**src/rtl/gb_lcd_capture.sv**
```systemverilog
// -----------------------------------------------------------------------------
// gb_lcd_capture
//
// Turns the GameBoy PPU 2-bit pixel stream into framebuffer write transactions
// for a double-buffered 160x144 framebuffer. Pixels are aligned to FRAME_START
// and written in raster order to the back bank (~disp_bank). When a bank is
// complete, frame_done pulses and disp_bank flips so the display side reads the
// new frame. While the LCD is off, the back bank is filled with white (2'b00)
// once, then the block idles until the LCD comes back on.
//
// Handshake: there is no backpressure. wr_en is a one-cycle write strobe that
// the framebuffer always accepts, so a write is complete in the cycle wr_en is
// high. wr_addr and wr_data are valid only while wr_en is high.
//
// Ports:
//   clk          GameBoy clock (only clock)
//   reset        synchronous, active-high
//   LD           pixel colour index from the PPU
//   PX_VALID     LD is valid this cycle
//   FRAME_START  one-cycle pulse marking the start of line 0
//   LCD_ON       LCDC enable from the PPU
//   wr_en        framebuffer write strobe (registered)
//   wr_addr      {bank, 15-bit pixel address} (registered)
//   wr_data      pixel written (registered)
//   disp_bank    bank holding the last complete frame
//   frame_done   one-cycle pulse, coincident with the final write of a bank
//   sync_err     sticky alignment error flag, cleared only by reset
//   o_dbg_state  current FSM state (IDLE=0, WAIT_SOF=1, CAPTURE=2, FILL=3)
// -----------------------------------------------------------------------------
module gb_lcd_capture #(
    parameter int GB_W      = 160,
    parameter int GB_H      = 144,
    parameter int FRAME_PIX = 23040
) (
    input  logic        clk,
    input  logic        reset,
    input  logic [1:0]  LD,
    input  logic        PX_VALID,
    input  logic        FRAME_START,
    input  logic        LCD_ON,
    output logic        wr_en,
    output logic [15:0] wr_addr,
    output logic [1:0]  wr_data,
    output logic        disp_bank,
    output logic        frame_done,
    output logic        sync_err,
    output logic [1:0]  o_dbg_state
);

    typedef enum logic [1:0] {
        S_IDLE     = 2'd0,
        S_WAIT_SOF = 2'd1,
        S_CAPTURE  = 2'd2,
        S_FILL     = 2'd3
    } state_t;

    localparam logic [7:0]  X_LAST    = 8'(GB_W - 1);
    localparam logic [7:0]  Y_LAST    = 8'(GB_H - 1);
    localparam logic [14:0] ADDR_LAST = 15'(FRAME_PIX - 1);

    state_t      r_state;
    logic [7:0]  r_x;
    logic [7:0]  r_y;
    logic [14:0] r_addr;
    logic        r_filled;
    logic        r_wr_en;
    logic [15:0] r_wr_addr;
    logic [1:0]  r_wr_data;
    logic        r_disp_bank;
    logic        r_frame_done;
    logic        r_sync_err;

    state_t      w_state_nxt;
    logic [7:0]  w_x_nxt;
    logic [7:0]  w_y_nxt;
    logic [14:0] w_addr_nxt;
    logic        w_filled_nxt;
    logic        w_wr_en_nxt;
    logic [15:0] w_wr_addr_nxt;
    logic [1:0]  w_wr_data_nxt;
    logic        w_done_nxt;
    logic        w_err_set;

    logic        w_wr_bank;
    logic        w_restart;
    logic [7:0]  w_base_x;
    logic [7:0]  w_base_y;
    logic [14:0] w_base_addr;
    logic        w_base_last;
    logic [7:0]  w_inc_x;
    logic [7:0]  w_inc_y;
    logic [14:0] w_inc_addr;

    // disp_bank flips one edge after frame_done is shown. During that cycle the
    // flip is already committed, so the back bank must use the pending value
    // or a frame starting immediately would land in the bank being displayed.
    assign w_wr_bank = ~(r_disp_bank ^ r_frame_done);

    // A FRAME_START while aligned or capturing restarts the raster at (0,0);
    // a pixel in the same cycle is the first pixel of the new frame.
    assign w_restart   = FRAME_START && ((r_state == S_WAIT_SOF) || (r_state == S_CAPTURE));
    assign w_base_x    = w_restart ? 8'd0  : r_x;
    assign w_base_y    = w_restart ? 8'd0  : r_y;
    assign w_base_addr = w_restart ? 15'd0 : r_addr;
    assign w_base_last = (w_base_addr == ADDR_LAST);

    // Raster step; addr is a running count kept equal to y*GB_W + x.
    assign w_inc_x    = (w_base_x == X_LAST) ? 8'd0 : w_base_x + 8'd1;
    assign w_inc_y    = (w_base_x != X_LAST) ? w_base_y :
                        (w_base_y == Y_LAST) ? 8'd0 : w_base_y + 8'd1;
    assign w_inc_addr = w_base_addr + 15'd1;

    always_comb begin
        w_state_nxt   = r_state;
        w_x_nxt       = r_x;
        w_y_nxt       = r_y;
        w_addr_nxt    = r_addr;
        w_filled_nxt  = r_filled;
        w_wr_en_nxt   = 1'b0;
        w_wr_addr_nxt = r_wr_addr;
        w_wr_data_nxt = r_wr_data;
        w_done_nxt    = 1'b0;
        w_err_set     = 1'b0;

        case (r_state)
            S_IDLE: begin
                if (LCD_ON) begin
                    w_state_nxt  = S_WAIT_SOF;
                    w_filled_nxt = 1'b0;
                end else if (!r_filled) begin
                    // Blank the back bank once; after that, stay here.
                    w_state_nxt = S_FILL;
                    w_x_nxt     = 8'd0;
                    w_y_nxt     = 8'd0;
                    w_addr_nxt  = 15'd0;
                end
            end

            S_WAIT_SOF, S_CAPTURE: begin
                if (!LCD_ON) begin
                    // LCD off wins over everything: drop the partial frame.
                    w_state_nxt = S_FILL;
                    w_x_nxt     = 8'd0;
                    w_y_nxt     = 8'd0;
                    w_addr_nxt  = 15'd0;
                end else begin
                    if ((r_state == S_WAIT_SOF) && PX_VALID && !FRAME_START) begin
                        w_err_set = 1'b1;
                    end
                    if ((r_state == S_CAPTURE) && FRAME_START && (r_addr != 15'd0)) begin
                        w_err_set = 1'b1;
                    end
                    if (FRAME_START) begin
                        w_state_nxt = S_CAPTURE;
                        w_x_nxt     = 8'd0;
                        w_y_nxt     = 8'd0;
                        w_addr_nxt  = 15'd0;
                    end
                    if (PX_VALID && (FRAME_START || (r_state == S_CAPTURE))) begin
                        w_wr_en_nxt   = 1'b1;
                        w_wr_addr_nxt = {w_wr_bank, w_base_addr};
                        w_wr_data_nxt = LD;
                        if (w_base_last) begin
                            w_done_nxt  = 1'b1;
                            w_state_nxt = S_WAIT_SOF;
                            w_x_nxt     = 8'd0;
                            w_y_nxt     = 8'd0;
                            w_addr_nxt  = 15'd0;
                        end else begin
                            w_state_nxt = S_CAPTURE;
                            w_x_nxt     = w_inc_x;
                            w_y_nxt     = w_inc_y;
                            w_addr_nxt  = w_inc_addr;
                        end
                    end
                end
            end

            S_FILL: begin
                if (LCD_ON) begin
                    // Abandon the blanking pass; the bank is not swapped.
                    w_state_nxt = S_WAIT_SOF;
                    w_x_nxt     = 8'd0;
                    w_y_nxt     = 8'd0;
                    w_addr_nxt  = 15'd0;
                end else begin
                    w_wr_en_nxt   = 1'b1;
                    w_wr_addr_nxt = {w_wr_bank, r_addr};
                    w_wr_data_nxt = 2'b00;
                    if (w_base_last) begin
                        w_done_nxt   = 1'b1;
                        w_state_nxt  = S_IDLE;
                        w_filled_nxt = 1'b1;
                        w_x_nxt      = 8'd0;
                        w_y_nxt      = 8'd0;
                        w_addr_nxt   = 15'd0;
                    end else begin
                        w_x_nxt    = w_inc_x;
                        w_y_nxt    = w_inc_y;
                        w_addr_nxt = w_inc_addr;
                    end
                end
            end

            default: begin
                w_state_nxt = S_IDLE;
            end
        endcase
    end

    always_ff @(posedge clk) begin
        if (reset) begin
            r_state      <= S_IDLE;
            r_x          <= 8'd0;
            r_y          <= 8'd0;
            r_addr       <= 15'd0;
            r_filled     <= 1'b0;
            r_wr_en      <= 1'b0;
            r_wr_addr    <= 16'd0;
            r_wr_data    <= 2'b00;
            r_disp_bank  <= 1'b0;
            r_frame_done <= 1'b0;
            r_sync_err   <= 1'b0;
        end else begin
            r_state      <= w_state_nxt;
            r_x          <= w_x_nxt;
            r_y          <= w_y_nxt;
            r_addr       <= w_addr_nxt;
            r_filled     <= w_filled_nxt;
            r_wr_en      <= w_wr_en_nxt;
            r_wr_addr    <= w_wr_addr_nxt;
            r_wr_data    <= w_wr_data_nxt;
            r_frame_done <= w_done_nxt;
            // Flip on the edge after the final write is presented.
            if (r_frame_done) begin
                r_disp_bank <= ~r_disp_bank;
            end
            if (w_err_set) begin
                r_sync_err <= 1'b1;
            end
        end
    end

    assign wr_en       = r_wr_en;
    assign wr_addr     = r_wr_addr;
    assign wr_data     = r_wr_data;
    assign disp_bank   = r_disp_bank;
    assign frame_done  = r_frame_done;
    assign sync_err    = r_sync_err;
    assign o_dbg_state = r_state;

endmodule

```
**config.mk**
```make
export PLATFORM = sky130hd
export DESIGN_NAME = gb_lcd_capture
export DESIGN_NICKNAME = d
export VERILOG_FILES = /design/src/rtl/gb_lcd_capture.sv
export SDC_FILE = /design/constraint.sdc
export NUM_CORES = 1
export LEC_CHECK = 0
export CAP_MARGIN = 20
export CORE_MARGIN = 1.5
export CORE_UTILIZATION = 50
export CTS_BUF_LIST = sky130_fd_sc_hd__clkbuf_2 sky130_fd_sc_hd__clkbuf_4 sky130_fd_sc_hd__clkbuf_8
export DETAILED_ROUTE_END_ITERATION = 8
export PLACE_DENSITY = 0.78
export SYNTH_ARGS = -nofsm -noshare
export SYNTH_HDL_FRONTEND = slang
export SYNTH_SLANG_ARGS = --single-unit
```
**constraint.sdc**
```tcl
create_clock -name clk -period 2.58 [get_ports clk]
set_input_delay 0.258 -clock clk [delete_from_list [all_inputs] [get_ports clk]]
set_output_delay 0.258 -clock clk [all_outputs]
set_load 0.01 [all_outputs]
```
* Word-level counts from Yosys, hierarchy flattened
Index checks and enable logic that the tools add are counted.
** Storage, ports and cells
- Word-level logic and storage cells :: 88
- Input port bits :: 7
- Output and inout port bits :: 24
- Register bits :: 40
** Cells by class
- Muxes and demuxes :: 43
- Equal/unequal tests :: 14
- Bitwise gates (word level) :: 3
- Reduce and logical (&&, ||, !) cells :: 18
- Add/sub/neg operators :: 1
** Operator list (count)
- $mux 15 :: 8
- $mux 16 :: 3
- $pmux 15 s3 :: 1
- $pmux 16 s2 :: 1
- $mux 2 :: 11
- $add 15x1->15 const B :: 1
- $eq 15x15->1 const B :: 1
- $reduce_bool 15->1 :: 1
- $mux 1 :: 14
- $ne 2x2->1 const B :: 7
- $reduce_and 4->1 :: 2
- $logic_and 1x1->1 :: 6
- $ne 3x3->1 const B :: 2
- $pmux 1 s2 :: 3
- $pmux 2 s3 :: 1
- $reduce_and 3->1 :: 2
- $eq 2x2->1 const B :: 2
- $ne 4x4->1 const B :: 1
- $pmux 2 s2 :: 1
- $reduce_bool 2->1 :: 2
- $eq 2x1->1 const B :: 1
- $logic_not 2->1 :: 1
- $logic_or 1x1->1 :: 2
- $not 1->1 :: 2
- other kinds (3) :: 3

* Depth between registers and ports, before layout
Gate-level depths: netlist (run 1).
- Word-level depth :: 9
- Mapped depth :: 11

* Least setup slack after synthesis (run 1)
Ideal clock, no wire load.
- Kind :: register -> register
- Start :: register r_state[0] (netlist: o_dbg_state[0])
- End :: register r_addr[12]
- Clock period less this slack :: 2.763 ns
- Arrival :: 2.694 ns
- Library setup time :: 0.069 ns
- Data required time :: 2.511 ns
- Cell stages (with the launch flop) :: 11
- Slack :: -0.183 ns
- Cells stage by stage :: dfxtp_1 > inv_1 > ha_1 > nand2_1 > and2_1 > ha_1 > and3_1 > and4_1 > a211oi_4 > or3b_1 > o21ai_1
** Between the ends
- Longest elaborated chain between the ends :: 9
** RTL lines
- start: declaration :: RTL line 61 : state_t r_state;
- start signal: assignment :: RTL line 225 : r_state <= w_state_nxt;
- $eq 2x1->1 / $eq 2x2->1 (equally long branches) :: RTL line 101, 125, 159
- $logic_or 1x1->1 :: RTL line 101 : assign w_restart = FRAME_START && ((r_state == S_WAIT_SOF) || (r_state == S_CAPTURE));
- $logic_and 1x1->1 :: RTL line 101
- $mux 15 :: RTL line 104 : assign w_base_addr = w_restart ? 15'd0 : r_addr;
- $add 15x1->15 / $eq 15x15->1 (equally long branches) :: RTL line 111, 105
- $mux 15 :: RTL line 163, 190
- $mux 15 :: RTL line 159 : if (PX_VALID && (FRAME_START || (r_state == S_CAPTURE))) begin
- $mux 15 :: RTL line 140 : if (!LCD_ON) begin
- $pmux 15 s3 :: RTL line 125 : case (r_state)
- end signal: assignment :: RTL line 228 : r_addr <= w_addr_nxt;
- end: declaration :: RTL line 64 : logic [14:0] r_addr;
Parallel ways exist; a longest one is shown, timed or not.
A chain may end at the register's enable or synchronous reset.

* Final worst setup path (run 1)
- Start :: register r_state[0] (netlist: o_dbg_state[0])
- End :: register r_addr[8]
The elaborated chain is that of the path after synthesis.

==> results.md, run 1 <==
* CP max-delay cell: dfxtp_2
* Register Area at ~800 um^2
* Clock Latency Late Sink at 0.30 ns
* Metal2 WL at ~2.4 mm
* Largest net degree at the start of global routing at 20
* Cell area after synthesis at 2050 um^2
* Synth Net Count at 270
* Worst EP arrival at between 2 and 3 ns
* Top Layer Used: met4
* Worst Skew at 0.00603 ns
* Setup slack after placement at 0.0851 ns
* Initial DRC count at around 150
* Initial core utilization at 51.5%
* Final setup viols at 0
* R2r startpoint: o_dbg_state[0]
* Critical path, cell by cell: inv_1, ha_4, nand2_1, and2_1, ha_1, and3_1, and4_4, a211oi_4, buf_4, a41oi_1, a31oi_1
* Avg Cell Area, Syn at about 8.0 um^2
* Clock Root Buffer: clkbuf_8
* Synth Instances at roughly 260
* Worst hold-check slack at 0.454 ns
* Yosys reg bits at 40
* Cell Pwr Density at 733 nW/um^2
* Ys Warns at 0
* Hold path start: wr_addr[11]
* Met3 routed WL at around 270 um
* GRT Overall Usage at 24.1%
* HP Class: register to register
* Synth cell types at 43
* Final Net Count at 307
* Routability-driven placement congestion ratio at 0.988
* Via Count at 2018
* Max Slew Vio Count at 0
* Maxcap violations at 0
* First-pass GRT wire length at 8.14 mm
* Area of the multi-input gates at roughly 1200 um^2
* DRT Wirelength at 5.06 mm
* Worst-Margin Slew at 0.521 ns
* DRC errors left at 0
* N_diodes at 0
* VDD IR-drop max at between 500 and 600 uV
* Port bufs at 30
* Post-synth EDFFs at 0
* Layout cells sized above 1 at 11.5%
* Top Ports at 31
* Die height at approximately 67 um
* Router iterations before antenna repair at 4
* Vias in the first global route at 1756
* Layout fillers at between 300 and 400
* Initial antenna violation count at 0
* Die span in x at roughly 67 um
* Async S/R FF share, synth at 0%
* Startpoint types: register
* Leak at 0.922 nW
* Fmax at roughly 420 MHz
* Area of the core at 3970 um^2
* Die area at ~4500 um^2
* Clock Sinks at 40
* Seq/Total Area, Yosys at a little under 40%
* Final hold violation count at 0
* CTS clock-pin slew for the worst setup and hold paths at 0.08 ns
* Slew HR at about two thirds
* Status: finished clean
* Num rows at 23
* # H-tree levels at 2
* Worst setup path class: register to register
* Antenna Nets Post-Route at 0
* Setup_tns at 0 ns
* Min cycle time layout at 2.40 ns
* Final setup margin at roughly 0.18 ns
* DPL Wire Length at 3.71 mm
* RSZ-0062 raised after global routing: false
* Crit-path max cell delay at 0.37 ns
* Most common flop cell mapped by yosys: dfxtp_1
* Wire per inst at between 10 and 15 um
* WP data required at 2.81 ns
* CP Max Fanout at 5
* Post-Route M1 WL at ~2.3 mm
* Maximum root-to-sink buffer count at 2
* Fin crit share at 93.2%
* Crit path capture type: register
* Cts bufs inserted at 5
* Area grow syn2layout at 26.5%
* TritonCTS clock tree: yes
* DR vias/cell at 5.85
* Worst Setup SP: o_dbg_state[0]
* Grt ovf at 0
layer usage:
layer / global-route usage, % / vias up
met2: 37.6 / 67
met1: 32.4 / 923
li1: - / 1013
met5: 0 / -
met3: 4.73 / 15
met4: 9.95 / 0
power breakdown:
group	internal, mW	leakage (nW)	total [mW]	switching [mW]
registers	0.646	0.323	0.672	0.0261
clock network	0.298	0.0586	0.519	0.221
logic	0.293	0.540	0.708	0.415
total	1.24	0.922	1.90	0.662
flip-flops by register name, summed over array words and instances (netlist names):
name         flops
r_addr          15
frame_done       1
wr_addr         16
o_dbg_state      2
wr_en            1
r_filled         1
sync_err         1
wr_data          2
disp_bank        1
worst max-delay path: cells and delay by family (launching register included):
family / cells / cell delay, ns
fa+ha+maj: 2 / 0.52
compound gates: 3 / 0.48
buf+inv: 2 / 0.27
flops: 1 / 0.37
simple gates: 4 / 0.70
path summary, 6_finish.rpt:
| kind | cells past startpoint | to | slack [ns] |
|---|---|---|---|
| hold / removal | 2 | wr_addr[11] | 0.45 |
| setup reg to reg | 11 | r_addr[8] | 0.18 |
| setup / recovery | 11 | r_addr[8] | 0.18 |
| hold reg to reg | 2 | wr_addr[11] | 0.45 |
metrics by stage:
step / power (mW) / cells / area (um^2) / utilization (%)
after floorplan: 1.12 / 257 / 2060 / -
after global placement: 1.33 / 335 / 2460 / 62.0
after detailed placement: 1.35 / 335 / 2460 / 62.0
after CTS: 1.86 / 343 / 2570 / 64.8
after global routing: 1.99 / 345 / 2590 / 65.2
final: 1.90 / 345 / 2590 / 65.2
layout by cell type (no fill, tap or decap), types with 2 or more instances in the layout:
master	netlist	final
a21oi_1	24	24
a22o_1	2	2
a22oi_1	3	3
a31oi_1	13	13
a41oi_1	2	2
and2_1	8	8
and3_1	7	7
buf_4	0	16
clkbuf_8	0	5
clkdlybuf4s50_1	0	30
dfxtp_1	40	38
dfxtp_2	0	2
ha_1	6	5
inv_1	10	10
nand2_1	34	34
nand2b_1	2	2
nand3_1	30	30
nand4_1	6	6
nor2_1	11	11
nor3_1	5	5
nor4_1	4	4
o21ai_0	6	6
o22ai_1	3	3
xnor2_1	2	2
cell families after synthesis:
kind of cell    Yosys count  share of synthesized area [%]
compound gates           69                           23.2
xor+xnor                  3                           1.28
fa+ha+maj                 6                           3.67
buf+inv                  26                           5.20
flops                    40                           39.1
mux                       1                          0.489
simple gates            112                           27.0
cells in the mapped netlist (7+ instances only):
cell type,number,area [um^2]
a31oi_1,13,81.3
nand3_1,30,150
nor2_1,11,41.3
inv_1,10,37.5
and2_1,8,50.1
dfxtp_1,40,801
nand2_1,34,128
a21oi_1,24,120
clkbuf_1,9,33.8
buf_2,7,35.0
and3_1,7,43.8
cell type report:
| type | instances | share of cell area [%] |
|---|---|---|
| multi-input combinational | 191 | 44.6 |
| sequential | 40 | 31.0 |
| timing repair buffer | 46 | 16.2 |
| clock buffer | 6 | 2.95 |
| tap | 50 | 2.42 |
| inverter | 10 | 1.45 |
| clock inverter | 2 | 1.35 |
what timing repair did:
| item | 4_1_cts | 5_1_grt |
|---|---|---|
| hold buffers | 0 | 0 |
| gates resized for setup | 0 | 3 |
| setup buffers | 0 | 2 |
| setup endpoints to repair | 0 | 10 |
No activity file was read; power rests on OpenSTA's default activity.
==> inputs of run 2 (changes only) <==
- CORE_UTILIZATION: 50 -> 59
- DONT_BUFFER_PORTS: default -> 1
==> results.md, run 2 (synthesis results as in run 1) <==
* # H-tree levels at 2
* Initial antenna violation count at 0
* Clock Root Buffer: clkbuf_4
* Via Count at 1909
* RSZ-0062 raised after global routing: false
* Slew HR at between 40% and 50%
* WP data required at 2.84 ns
* Grt ovf at 0
* Cts bufs inserted at 5
* Top Ports at 31
* VDD IR-drop max at about 700 uV
* CTS clock-pin slew for the worst setup and hold paths at 0.12 ns
* Max reg flops at 16
* Total power at roughly 1.7 mW
* Wire per inst at 15.6 um
* TritonCTS clock tree: yes
* Most frequent cells in the layout: dfxtp_1, nand2_1, nand3_1
* Setup_tns at 0 ns
* Worst Skew at 0.0110 ns
* Maximum root-to-sink buffer count at 2
* Worst reg2reg path depth at 11
* GRT Overall Usage at 26.7%
* Hold path start: LD[1]
* Initial DRC count at between 100 and 150
* Postcts setup bufs at 0
* DPL Wire Length at 3.44 mm
* Die height at 61.9 um
* Max Slew Vio Count at 0
* DR vias/cell at 6.20
* Cell Pwr Density at between 700 and 800 nW/um^2
* Antenna Nets Post-Route at 0
* Post-Layout Inst Area at roughly 2200 um^2
* Commonest non-fill, non-tap cell in the layout: dfxtp_1
* Worst-Margin Slew at a little under 0.9 ns
* Fmax at 402 MHz
* Vias in the first global route at 1615
* Layout cells sized above 1 at 11.8%
* Setup slack after placement at about 0.095 ns
* Largest net degree at the start of global routing at 26
* Post-DP Area at 2140 um^2
* Initial core utilization at 61.3%
* HP Class: primary input to register
* Routability-driven placement congestion ratio at 1.02
* Final setup viols at 0
* Hold path endpoint: wr_data[1]
* Router iterations before antenna repair at 5
* N_diodes at 0
* Clock Latency Late Sink at 0.35 ns
* Register-to-register path setup slack at 0.09 ns
* Final hold violation count at 0
* CP Max Fanout at 8
* First-pass GRT wire length at between 7 and 8 mm
* R2r startpoint: o_dbg_state[0]
* Area grow syn2layout at 9.54%
* Clock Sinks at 40
* Status: finished clean
* Final Net Count at approximately 270
* Num rows at 21
* Maxcap violations at 0
* Startpoint types: register
* Worst setup path class: register to register
* DRC errors left at 0
* Leak at 0.790 nW
* Area of the core at between 3000 and 4000 um^2
* Worst EP arrival at 2.75 ns
* DRT Wirelength at 4.80 mm
* Final setup margin at just over 0.09 ns
* Die area at about 3800 um^2
* Crit path capture type: register
* Worst Hold Path Cells at 2
* Min cycle time layout at 2.49 ns
* Port bufs at 0
* Die span in x at 61.9 um
* Fin crit share at 96.4%
* Reg-to-reg endpoint: r_addr[11]
## run 2: cell count changes in the layout (fill, tap and decap cells not counted), sizes merged
| cell | change |
|---|---|
| buf | -4 |
| clkdlybuf4s50 | -30 |
| dlygate4sd3 | +1 |
## run 2: worst max-delay path by stage
stage                              start         end  slack (ns)  cells past startpoint
final                     o_dbg_state[0]  r_addr[11]        0.09                     11
after global routing      o_dbg_state[0]  r_addr[11]        0.01                     11
after CTS                 o_dbg_state[0]  r_addr[11]        0.02                     11
after detailed placement  o_dbg_state[0]  r_addr[11]        0.09                     11
after global placement    o_dbg_state[0]  r_addr[11]        0.18                     11
after floorplan           o_dbg_state[0]  r_addr[12]        0.01                     10
## run 2: cell type report
| class | count | area [um^2] |
|---|---|---|
| clock buffer | 6 | 45.0 |
| inverter | 10 | 37.5 |
| multi-input combinational | 191 | 1160 |
| timing repair buffer | 13 | 100 |
| clock inverter | 2 | 35.0 |
| sequential | 40 | 803 |
| fill | 303 | 1090 |
| tap | 46 | 57.6 |
## run 2: critical path: stages (launching register included)
cell and delay, ns:
dfxtp_2 0.34, inv_1 0.13, ha_4 0.25, nand2_1 0.09, and2_1 0.15, ha_1 0.24
and3_1 0.26, and4_4 0.31, a21oi_4 0.08, buf_4 0.17, a31o_2 0.20, a22o_1 0.17
## run 2: timing repair
| item | in CTS | in global routing |
|---|---|---|
| setup endpoints to repair | 0 | 12 |
| gates resized for setup | 0 | 5 |
| hold buffers | 1 | 0 |
| hold endpoints to repair | 25 | 0 |
## run 2: stage by stage
stage          cells  hold WS (ns)  util (%)
2_1_floorplan    257         0.421         -
3_3_place_gp     299         0.330      64.2
3_5_place_dp     299         0.333      64.2
4_1_cts          308        0.0658      66.9
5_1_grt          308        0.0727      67.2
6_report         308        0.0733      67.2
## run 2: power by group
group          leakage [nW]  switching (mW)  internal [mW]
clock                0.0456           0.210          0.214
sequential            0.323          0.0196          0.645
combinational         0.421           0.396          0.226
## run 2: routing by layer
layer	routed length (um)	track usage, %	vias to the layer above
met5	0	0	-
met4	88	10.6	0
met3	339	7.45	11
met2	2150	39.4	75
met1	2220	36.7	879
li1	-	-	944
